## src/rtl/piso_rr_scheduler_if.sv

```systemverilog
// rtl/piso_rr_scheduler_if.sv - requester-side and serial-side signal bundle for piso_rr_scheduler
//
// Purpose: groups the frame request port and the serial output port.
// Ports (slave = scheduler side):
//   i_req_valid  NREQ            per-requester frame valid
//   i_req_data   NREQ*NDATA*BIT  frames, requester r word k at [(r*NDATA+k)*BIT +: BIT]
//   o_req_ready  NREQ            one-hot grant
//   o_valid      1               serial word valid
//   i_ready      1               downstream accept
//   o_data       BIT             serial word
//   o_src        SRC_W           source id of the frame being sent
//   o_first      1               word 0 marker
//   o_last       1               word NDATA-1 marker
interface piso_rr_scheduler_if #(
    parameter int BIT   = 8,
    parameter int NDATA = 3,
    parameter int NREQ  = 4,
    parameter int SRC_W = 2
);
    logic [NREQ-1:0]           i_req_valid;
    logic [NREQ*NDATA*BIT-1:0] i_req_data;
    logic [NREQ-1:0]           o_req_ready;
    logic                      o_valid;
    logic                      i_ready;
    logic [BIT-1:0]            o_data;
    logic [SRC_W-1:0]          o_src;
    logic                      o_first;
    logic                      o_last;

    modport slave (
        input  i_req_valid, i_req_data, i_ready,
        output o_req_ready, o_valid, o_data, o_src, o_first, o_last
    );

    modport master (
        output i_req_valid, i_req_data, i_ready,
        input  o_req_ready, o_valid, o_data, o_src, o_first, o_last
    );
endinterface

```

## src/rtl/piso_rr_scheduler.sv

```systemverilog
// rtl/piso_rr_scheduler.sv - round-robin shared parallel-in/serial-out frame serializer
//
// Purpose: grants one of NREQ requesters, loads its NDATA-word frame into a
// shift buffer and emits it one word per accepted beat, tagged with source id
// and first/last markers.
// Ports:
//   i_clk    clock, all state on rising edge
//   i_rst_n  asynchronous active-low reset
//   bus      piso_rr_scheduler_if.slave (request side + serial side)
module piso_rr_scheduler #(
    parameter int             BIT   = 8,
    parameter int             NDATA = 3,
    parameter int             NREQ  = 4,
    parameter int             SRC_W = 2,
    parameter logic [BIT-1:0] TAIL  = '0,
    parameter int             GAP   = 0
) (
    input  logic                 i_clk,
    input  logic                 i_rst_n,
    piso_rr_scheduler_if.slave   bus
);
    localparam int CNT_W = $clog2(NDATA);
    localparam int PTR_W = $clog2(NREQ);
    localparam int GAP_W = (GAP > 1) ? $clog2(GAP) : 1;
    localparam logic [CNT_W-1:0] CNT_LAST = CNT_W'(NDATA - 1);
    localparam logic [GAP_W-1:0] GAP_LAST = GAP_W'((GAP > 0) ? GAP - 1 : 0);
    localparam logic [PTR_W-1:0] PTR_RST  = PTR_W'(NREQ - 1);

    typedef enum logic [1:0] {S_IDLE, S_SEND, S_GAP} state_e;

    state_e                     state_q, state_d;
    logic [NDATA-1:0][BIT-1:0]  buf_q, buf_d;
    logic [SRC_W-1:0]           src_q, src_d;
    logic [CNT_W-1:0]           cnt_q, cnt_d;
    logic [GAP_W-1:0]           gap_q, gap_d;
    logic [PTR_W-1:0]           ptr_q, ptr_d;

    logic                       win_any;
    logic [PTR_W-1:0]           win_idx;
    logic [PTR_W-1:0]           cand;
    logic                       last_word;
    logic                       grant;

    // State register
    always_ff @(posedge i_clk or negedge i_rst_n) begin
        if (!i_rst_n) begin
            state_q <= S_IDLE;
            buf_q   <= '0;
            src_q   <= '0;
            cnt_q   <= '0;
            gap_q   <= '0;
            ptr_q   <= PTR_RST;
        end else begin
            state_q <= state_d;
            buf_q   <= buf_d;
            src_q   <= src_d;
            cnt_q   <= cnt_d;
            gap_q   <= gap_d;
            ptr_q   <= ptr_d;
        end
    end

    // Round-robin search starting one past the last winner
    always_comb begin
        win_any = 1'b0;
        win_idx = '0;
        cand    = '0;
        for (int i = 1; i <= NREQ; i++) begin
            cand = PTR_W'((int'(ptr_q) + i) % NREQ);
            if (!win_any && bus.i_req_valid[cand]) begin
                win_any = 1'b1;
                win_idx = cand;
            end
        end
    end

    assign last_word = (state_q == S_SEND) && (cnt_q == CNT_LAST);

    // Grant opportunity: IDLE, or the accepted last word when frames may abut.
    // Gated by reset so no grant is shown while reset is held.
    assign grant = i_rst_n && win_any &&
                   ((state_q == S_IDLE) ||
                    ((GAP == 0) && last_word && bus.i_ready));

    // Next-state logic; a load takes priority over the shift
    always_comb begin
        state_d = state_q;
        buf_d   = buf_q;
        src_d   = src_q;
        cnt_d   = cnt_q;
        gap_d   = gap_q;
        ptr_d   = ptr_q;
        if (grant) begin
            state_d = S_SEND;
            src_d   = SRC_W'(win_idx);
            ptr_d   = win_idx;
            cnt_d   = '0;
            for (int k = 0; k < NDATA; k++) begin
                buf_d[k] = bus.i_req_data[(int'(win_idx) * NDATA + k) * BIT +: BIT];
            end
        end else begin
            case (state_q)
                S_SEND: begin
                    if (bus.i_ready) begin
                        for (int k = 0; k < NDATA - 1; k++) begin
                            buf_d[k] = buf_q[k+1];
                        end
                        buf_d[NDATA-1] = TAIL;
                        if (last_word) begin
                            cnt_d = '0;
                            if (GAP > 0) begin
                                state_d = S_GAP;
                                gap_d   = '0;
                            end else begin
                                state_d = S_IDLE;
                            end
                        end else begin
                            cnt_d = cnt_q + 1'b1;
                        end
                    end
                end
                S_GAP: begin
                    if (gap_q == GAP_LAST) begin
                        state_d = S_IDLE;
                    end else begin
                        gap_d = gap_q + 1'b1;
                    end
                end
                default: ;
            endcase
        end
    end

    // Outputs; markers are qualified by valid so they never show outside SEND
    always_comb begin
        bus.o_valid     = (state_q == S_SEND);
        bus.o_data      = buf_q[0];
        bus.o_src       = src_q;
        bus.o_first     = (state_q == S_SEND) && (cnt_q == '0);
        bus.o_last      = last_word;
        bus.o_req_ready = grant ? ({{(NREQ-1){1'b0}}, 1'b1} << win_idx) : '0;
    end
endmodule
```

## src/flat_wrapper.sv

```systemverilog
// flat-port wrapper written by rule: the top's interface ports become plain ports
module piso_rr_scheduler_flat 
#(
    parameter int             BIT   = 8,
    parameter int             NDATA = 3,
    parameter int             NREQ  = 4,
    parameter int             SRC_W = 2,
    parameter logic [BIT-1:0] TAIL  = '0,
    parameter int             GAP   = 0
)
  (i_clk, i_rst_n, bus_i_req_valid, bus_i_req_data, bus_i_ready, bus_o_req_ready, bus_o_valid, bus_o_data, bus_o_src, bus_o_first, bus_o_last);
  piso_rr_scheduler_if #(.BIT(BIT), .NDATA(NDATA), .NREQ(NREQ), .SRC_W(SRC_W)) bus_i ();
  input  logic i_clk;
  input  logic i_rst_n;
  input wire logic [$bits(bus_i.i_req_valid)-1:0] bus_i_req_valid;
  input wire logic [$bits(bus_i.i_req_data)-1:0] bus_i_req_data;
  input wire logic [$bits(bus_i.i_ready)-1:0] bus_i_ready;
  output wire logic [$bits(bus_i.o_req_ready)-1:0] bus_o_req_ready;
  output wire logic [$bits(bus_i.o_valid)-1:0] bus_o_valid;
  output wire logic [$bits(bus_i.o_data)-1:0] bus_o_data;
  output wire logic [$bits(bus_i.o_src)-1:0] bus_o_src;
  output wire logic [$bits(bus_i.o_first)-1:0] bus_o_first;
  output wire logic [$bits(bus_i.o_last)-1:0] bus_o_last;
  assign bus_i.i_req_valid = bus_i_req_valid;
  assign bus_i.i_req_data = bus_i_req_data;
  assign bus_i.i_ready = bus_i_ready;
  assign bus_o_req_ready = bus_i.o_req_ready;
  assign bus_o_valid = bus_i.o_valid;
  assign bus_o_data = bus_i.o_data;
  assign bus_o_src = bus_i.o_src;
  assign bus_o_first = bus_i.o_first;
  assign bus_o_last = bus_i.o_last;
  piso_rr_scheduler #(.BIT(BIT), .NDATA(NDATA), .NREQ(NREQ), .SRC_W(SRC_W), .TAIL(TAIL), .GAP(GAP)) u_core (.i_clk(i_clk), .i_rst_n(i_rst_n), .bus(bus_i));
endmodule
```

## config.mk

```make
export PLATFORM = sky130hd
export DESIGN_NAME = piso_rr_scheduler_flat
export DESIGN_NICKNAME = d
export VERILOG_FILES = /design/src/rtl/piso_rr_scheduler_if.sv /design/src/rtl/piso_rr_scheduler.sv /design/src/flat_wrapper.sv
export SDC_FILE = /design/constraint.sdc
export NUM_CORES = 1
export LEC_CHECK = 0
export ABC_AREA = 1
export BUFFER_PORTS_ARGS = -buffer_cell sky130_fd_sc_hd__buf_2
export CAP_MARGIN = 20
export CORE_MARGIN = 2
export CORE_UTILIZATION = 56
export CTS_BUF_LIST = sky130_fd_sc_hd__clkbuf_16
export DETAILED_ROUTE_END_ITERATION = 7
export PLACE_DENSITY = 0.95
export SETUP_SLACK_MARGIN = 0.05
export SYNTH_ARGS = -nofsm -noshare
export SYNTH_HDL_FRONTEND = slang
export SYNTH_SLANG_ARGS = --single-unit
```

## constraint.sdc

```tcl
create_clock -name i_clk -period 9.1 [get_ports i_clk]
set_input_delay 1.82 -clock i_clk [delete_from_list [all_inputs] [get_ports i_clk]]
set_output_delay 1.82 -clock i_clk [all_outputs]
set_load 0.005 [all_outputs]
```

After elaboration in Yosys (flattened, before gate mapping):

Index checks and enable logic that the tools add are counted.

* bits in read-only memories: 0
* memories kept: 0
* bits in latches: 0
* bits of input ports: 103
* register bits: 33
* memory bits (writable): 0
* output and inout bits: 17

* multipliers: 1
* div/mod/pow operators: 0
* bitwise operators: 1
* shift-type cells: 4
* equal/unequal tests: 6
* reduce and logical (&&, ||, !) cells: 20
* magnitude comparators: 4
* add/subtract/negate cells: 8
* multiplexer cells: 30

Operators with widths (count)
* indexed part select 96 x 32 -> 8 bit: 3
* 2-to-1 mux 24 bit: 3
* adder 29 x 2 -> 29 bit, second input constant: 1
* adder 29 x 3 -> 29 bit, second input constant: 1
* 2-to-1 mux 2 bit: 12
* < comparator 2 x 3 -> 1 bit, second input constant: 4
* 2-to-1 mux 1 bit: 9
* binary-select mux 1 bit (select 2 bit): 4
* logical AND 1 bit: 8
* adder 2 x 1 -> 2 bit, second input constant: 3
* adder 2 bit, second input constant: 2
* == test 2 bit, second input constant: 2
* zero test 2 bit: 2
* multiplier 2 x 2 -> 4 bit, second input constant: 1
* 2-to-1 mux 4 bit: 1
* case mux 2 bit (2 select lines): 1
* AND reduction 2 bit: 2
* AND reduction 4 bit: 1
* nonzero test 2 bit: 2
* << shifter 1 x 2 -> 4 bit, first input constant: 1
* zero test 1 bit: 3
* != test 3 x 1 -> 1 bit, second input constant: 1
* != test 3 x 2 -> 1 bit, second input constant: 1
* != test 3 bit, second input constant: 1
* 5 further kinds: 5

Logic depth before layout (Yosys ltp):

Gate-level depths: netlist of the first run.

* depth after elaboration: 17
* depth in mapped cells: 21
* gate-level depth less buffers: 18

Worst setup path before layout of the first run:

OpenSTA, ideal clock, no wires.

* path kind: input -> output
* from: input bus_i_req_valid[3]
* to: output bus_o_req_ready[2]
* cell stages on the path: 12
* required time: 7280 ps
* arrival time: 3061 ps
* path slack: 4219 ps
* cells stage by stage: nand2_1 -> nand2_2 -> nand2_2 -> nand2_2 -> a21oi_1 -> nand2_1 -> nand2_4 -> buf_6 -> buf_4 -> ha_1 -> inv_1 -> nor2_1

* cells in the longest elaborated chain, start to end: 15

RTL lines
* start, declared: line flat_wrapper.sv:15 `input wire logic [$bits(bus_i.i_req_valid)-1:0] bus_i_req_valid;`
* binary-select mux 1 bit (select 2 bit): line piso_rr_scheduler.sv:70 `if (!win_any && bus.i_req_valid[cand]) begin`
* 2-to-1 mux 1 bit (implied by the code): line piso_rr_scheduler.sv:70
* 2-to-1 mux 1 bit: line piso_rr_scheduler.sv:70
* zero test 1 bit: line piso_rr_scheduler.sv:70
* logical AND 1 bit: line piso_rr_scheduler.sv:70
* 2-to-1 mux 1 bit: line piso_rr_scheduler.sv:70
* zero test 1 bit: line piso_rr_scheduler.sv:70
* logical AND 1 bit: line piso_rr_scheduler.sv:70
* 2-to-1 mux 1 bit: line piso_rr_scheduler.sv:70
* zero test 1 bit: line piso_rr_scheduler.sv:70
* logical AND 1 bit: line piso_rr_scheduler.sv:70
* 2-to-1 mux 1 bit: line piso_rr_scheduler.sv:70
* logical AND 1 bit (2 in a row): line piso_rr_scheduler.sv:81 `assign grant = i_rst_n && win_any &&`
* 2-to-1 mux 4 bit *: line piso_rr_scheduler.sv:141 `bus.o_req_ready = grant ? ({{(NREQ-1){1'b0}}, 1'b1} << win_idx) : '0;`
* end, declared: line flat_wrapper.sv:18 `output wire logic [$bits(bus_i.o_req_ready)-1:0] bus_o_req_ready;`

Every way passes the cells marked *; elsewhere a longest branch is shown, timed or not. The select of a mux whose other input is x is not followed.

Worst setup path after layout of the first run:

* from: input bus_i_req_valid[0]
* to: output bus_o_req_ready[1]

The elaborated chain is that of the path after synthesis.

==> results.toml, run 1 <==
[worst_hold_path]
hold_path.class = "reg -> reg"

[yosys]
ys_ff_latch = 31
syn_area_per_cell_sq_um = 5.47
yosysSeqAreaShare_pct = 21.6
netlist_area_sq_um = 3600
syn_inst = 658
syn-num-nets = 768
netlist-cell-type-count = 28
yosysWarnings = 0

[place]
portBuffers = 119
globalplace.congestion = 0.958
dpl.hpwl_um = 8570

[grt]
grt_pass1_vias = 4107
grt_usage_pct = 31.7
grt-ovfl-total = 0
grt_max_degree = 99
antenna_found_initial = 0
grt_pass1_wl_um = 18500

[floorplan]
dieHeight_um = 84.2
rows = 29
dieArea_sq_um = 7090
dieWidth_um = 84.2
core_sq_um = 6280
initial_core_util_pct = 57.4
io_pins = 120

[sta]
hold_violations = 0
fmax_ghz = 0.145
tns_ns = 0
period_needed_ns = 6.91
period_share_pct = 75.9
max-slew-margin-rel_pct = 25.5
rsz0062_at_grt = "false"
clock-skew-final_ns = 0.00189
slew_viol_final = 0
setup_viol = 0
worst_pin_slew_ns = 1.11

[detailed_routing]
detail_route.vias_per_cell = 5.68
avgRoutedWirePerCell_um = 13.9
vias = 4676
route.detailed.drc = 0
ant_nets = 0
wl_um = 11400
firstDrtPassIters = 7
first_iter_violations = 742

[finish]
postLayoutCoreUtil_pct = 67.0
antennaDiodeCount = 0
regArea_sq_um = 778
multiInputGateArea_sq_um = 2240
drive_gt1_share_pct = 19.7
nets = 855
area_delta_synth_final_pct = 16.7
fillers = 606

[clock_network]
cts.reportedPaths.clkPinSlew_ns = 0.05
postCtsHoldBufs = 0
clk_latency_ns = 0.27
max-clock-path-buffers = 2
cts-resized-gates = 0
cts_tree = "built"
ctsHtreeMaxLevel = 2
cts_setup_buffers = 0
cts_sinks = 31
root_buffer = "clkbuf_16"
cts_made_buffers = 5

[flow_run]
max_cap_violations = 0

[critical_path]
worstSetupStartpointType = "input port"
cp.required_ns = 7.28
critPathCaptureType = "output port"
crit_fanout = 98
arrival_ns = 5.09
path_class = "in -> out"

[run_status]
run_status = "finished, final reports clean"
[synthesized netlist by cell type]
| library cell | instances | area [sq um] |
|---|---|---|
| a21oi_1 | 20 | 100 |
| a31oi_2 | 1 | 12.5 |
| buf_1 | 2 | 7.51 |
| buf_2 | 14 | 70.1 |
| buf_4 | 10 | 75.1 |
| buf_6 | 4 | 45.0 |
| clkbuf_1 | 10 | 37.5 |
| dfrtp_1 | 29 | 726 |
| dfstp_2 | 2 | 52.6 |
| ha_1 | 7 | 87.6 |
| inv_1 | 87 | 327 |
| inv_2 | 3 | 11.3 |
| inv_4 | 1 | 6.26 |
| nand2_1 | 221 | 830 |
| nand2_2 | 4 | 25.0 |
| nand2_4 | 2 | 22.5 |
| nand3_1 | 105 | 526 |
| nand3b_1 | 1 | 7.51 |
| nand4_1 | 4 | 25.0 |
| nor2_1 | 77 | 289 |
| nor2_4 | 1 | 11.3 |
| nor3_1 | 2 | 10.0 |
| o211ai_1 | 10 | 75.1 |
| o21ai_0 | 29 | 145 |
| o21ai_1 | 4 | 20.0 |
| o21ai_2 | 2 | 17.5 |
| or2_2 | 5 | 31.3 |
| xor2_1 | 1 | 8.76 |
[layout by cell type, fill, tap and decap left out, types with 3 or more instances in the layout]
cell,instances
a21oi_1,20
nor2_1,77
nand3_1,105
inv_1,89
ha_1,7
buf_2,119
or2_2,5
inv_2,3
nand4_1,4
clkbuf_16,5
dfrtp_1,29
nand2_1,221
o21ai_1,4
nand2_2,4
o211ai_1,10
o21ai_0,29
[sequential cells by signal (all words and copies together) (netlist names)]
name	cells
u_core.buf_q	16
u_core.bus.o_data	8
u_core.bus.o_src	2
u_core.cnt_q	2
u_core.ptr_q	2
u_core.state_q	1
[logic make-up (layout without fill, tap and decap cells)]
| kind of cell | count (synthesis) | count (layout) | synth area share, % |
|---|---|---|---|
| DFF | 31 | 31 | 21.6 |
| adders and majority gates | 7 | 7 | 2.43 |
| buffers and inverters | 131 | 219 | 16.1 |
| AOI/OAI and AO/OA | 66 | 66 | 10.3 |
| xor gates and xnor gates | 1 | 1 | 0.243 |
| and+or+nand+nor | 422 | 422 | 49.3 |
[stage by stage]
stage / area, sq um / hold WS (ns) / worst slack (ns) / cells
floorplan: 3600 / 0.449 / 4.22 / 658
global placement: 4070 / 0.460 / 2.43 / 815
finish: 4200 / 0.474 / 2.19 / 823
CTS: 4200 / 0.477 / 2.30 / 823
detailed placement: 4070 / 0.464 / 2.29 / 815
global route: 4200 / 0.498 / 1.90 / 823
[worst max-delay path, cell delays in order]
cell and delay [ns]:
buf_2 0.10, nand2_1 0.05, nand2_1 0.09, nand2_1 0.08, nand2_2 0.10, a21oi_1 0.05, nand2_1 0.81, nand2_4 0.73
inv_2 0.73, ha_1 0.24, inv_1 0.04, nor2_1 0.10, buf_2 0.13
[final timing paths]
| check | slack [ns] | depth (start not counted) | end | from |
|---|---|---|---|---|
| hold / removal | 0.47 | 2 | u_core.bus.o_src[1] | u_core.bus.o_src[1] |
| hold reg to reg | 0.47 | 2 | u_core.bus.o_src[1] | u_core.bus.o_src[1] |
| min in group asynchronous | 1.60 | 1 | u_core.bus.o_data[3] | i_rst_n |
| setup / recovery | 2.19 | 13 | bus_o_req_ready[1] | bus_i_req_valid[0] |
| setup reg to reg | 3.63 | 16 | u_core.buf_q[22] | u_core.ptr_q[0] |
| max in group asynchronous | 7.06 | 1 | u_core.buf_q[20] | i_rst_n |
[area by class of cell]
class | instances | area share (%)
multi-input cells | 496 | 53.4
clock inverters | 3 | 0.298
inverters | 91 | 8.19
flip-flops and latches | 31 | 18.5
clock buffers | 5 | 2.98
repair buffers | 120 | 14.3
well taps | 77 | 2.29
[per-layer routing]
metal  track usage [%]  part of all wire, %
met5                 0                    0
met4              11.1                  3.3
met3              5.80                   12
met1              42.6                   40
met2              51.3                   44
Power of run 1 is left out: the tool's default activity adds up to more than one toggle a clock period on the data nets, which glitch-free logic cannot reach.
==> inputs of run 2 (changes only) <==
--- a/config.mk
+++ b/config.mk
@@ -9,10 +9,10 @@
 export BUFFER_PORTS_ARGS = -buffer_cell sky130_fd_sc_hd__buf_2
 export CAP_MARGIN = 20
 export CORE_MARGIN = 2
-export CORE_UTILIZATION = 56
+export CORE_UTILIZATION = 52
 export CTS_BUF_LIST = sky130_fd_sc_hd__clkbuf_16
 export DETAILED_ROUTE_END_ITERATION = 7
-export PLACE_DENSITY = 0.95
+export PLACE_DENSITY = 0.93
 export SETUP_SLACK_MARGIN = 0.05
 export SYNTH_ARGS = -nofsm -noshare
 export SYNTH_HDL_FRONTEND = slang
==> constraint.sdc (replaced) <==
create_clock -name i_clk -period 6.85 [get_ports i_clk]
set_input_delay 1.37 -clock i_clk [delete_from_list [all_inputs] [get_ports i_clk]]
set_output_delay 1.37 -clock i_clk [all_outputs]
set_load 0.005 [all_outputs]
==> run 2 against run 1 <==
Against the previous run: the run now ends with DRC left; global-route usage rose by 0.77 points; wire length rose by 8.3%; largest cell class unchanged; via count fell by 1.2%; flip-flop and latch count did not move; utilization fell by 4.0 points; die area rose by 7.3%; hold slack improved by 0.0032 ns; first-iteration DRC count fell by 18%; critical endpoint unchanged.
==> results.toml, run 2 (synthesis results as in run 1) <==
[floorplan]
dieArea_sq_um = 7610
dieWidth_um = 87.2
initial_core_util_pct = 53.3
rows = 30
io_pins = 120
dieHeight_um = 87.2
core_sq_um = 6760

[critical_path]
r2r_start = "u_core.ptr_q[0]"
arrival_ns = 3.90
cp.required_ns = 5.48
r2r_cells = 19
reg2reg_slack_ns = 2.35
crit_fanout = 34
crit_end = "bus_o_req_ready[1]"
path_class = "in -> out"
worstSetupStartpointType = "input port"
critPathCaptureType = "output port"
rr_endpoint = "u_core.buf_q[17]"
startpoint = "bus_i_req_valid[3]"

[grt]
grt_usage_pct = 32.5
grt_pass1_vias = 4190
grt_max_degree = 67
grt-ovfl-total = 0
grt_pass1_wl_um = 19500
antenna_found_initial = 0

[detailed_routing]
avgRoutedWirePerCell_um = 14.9
detail_route.vias_per_cell = 5.57
vias = 4620
firstDrtPassIters = 8
route.detailed.drc = 6
ant_nets = 0
wl_um = 12400
first_iter_violations = 611

[clock_network]
cts_made_buffers = 5
root_buffer = "clkbuf_16"
max-clock-path-buffers = 2
cts_sinks = 31
cts.reportedPaths.clkPinSlew_ns = 0.05
clk_latency_ns = 0.28
cts-resized-gates = 0
cts_tree = "built"
ctsHtreeMaxLevel = 2
cts_setup_buffers = 0
postCtsHoldBufs = 0

[finish]
final_common_cell = "nand2_1"
layout_common_cells = "nand2_1 (221), buf_2 (119), nand3_1 (105)"
regArea_sq_um = 778
largest_register_ffs = 16
nets = 858
antennaDiodeCount = 0
drive_gt1_share_pct = 20.2
postLayoutCoreUtil_pct = 63.0
area_delta_synth_final_pct = 18.2
fillers = 670
multiInputGateArea_sq_um = 2240
regMostFlops = "u_core.buf_q"

[worst_hold_path]
hold_path.class = "reg -> reg"

[sta]
period_needed_ns = 5.27
tns_ns = 0
rsz0062_at_grt = "false"
period_share_pct = 76.9
setup_viol = 0
fmax_ghz = 0.190
worst_pin_slew_ns = 0.982
hold_violations = 0
slew_viol_final = 0
clock-skew-final_ns = 0.00406
max-slew-margin-rel_pct = 34.5

[flow_run]
max_cap_violations = 0

[place]
globalplace.congestion = 1.00
portBuffers = 119
dpl.hpwl_um = 9410

[run_status]
run_status = "finished with violations"
violations = "DRC"
run 2: routing by layer:
metal	GRT usage [%]	wire, um	share of wire, %
met5	0	0	0
met4	11.9	516	4.2
met3	7.20	1400	11
met2	54.2	5630	46
met1	41.0	4820	39
run 2: worst max-delay path, cell delays in order:
cell and delay (ns):
buf_2 0.11, nand2_1 0.08, nand2_2 0.08, nand2_2 0.09
nand2_2 0.09, nor2_4 0.12, nand3_1 0.10, nand2_2 0.47
nand2_4 0.34, inv_2 0.56, ha_1 0.25, inv_1 0.04
nor2_1 0.09, buf_2 0.12
run 2: how the worst min path moves through the flow:
stage | startpoint | to | slack (ns) | depth (start not counted)
2_1_floorplan | u_core.buf_q[16] | u_core.buf_q[16] | 0.45 | 2
3_3_place_gp | u_core.bus.o_src[1] | u_core.bus.o_src[1] | 0.46 | 2
3_5_place_dp | u_core.buf_q[16] | u_core.buf_q[16] | 0.47 | 2
4_1_cts | u_core.buf_q[16] | u_core.buf_q[16] | 0.48 | 2
5_1_grt | u_core.bus.o_data[3] | u_core.bus.o_data[3] | 0.49 | 2
6_report | u_core.bus.o_src[1] | u_core.bus.o_src[1] | 0.48 | 2
run 2: stage by stage:
step,hold slack [ns],setup WS (ns),instance area (sq um),instances
2_1_floorplan,0.449,2.87,3600,658
3_3_place_gp,0.459,1.70,4090,821
3_5_place_dp,0.466,1.63,4090,821
4_1_cts,0.481,1.63,4260,829
5_1_grt,0.492,1.36,4260,829
6_report,0.477,1.58,4260,829
run 2: cell type report:
cell class	count	share of cell area [%]
Clock buffer	5	2.94
Inverter	91	8.09
Clock inverter	3	0.911
Timing Repair Buffer	123	14.7
Tap cell	80	2.35
Sequential cell	31	18.3
Multi-Input combinational cell	496	52.7
Power of run 2 is left out for the same reason.
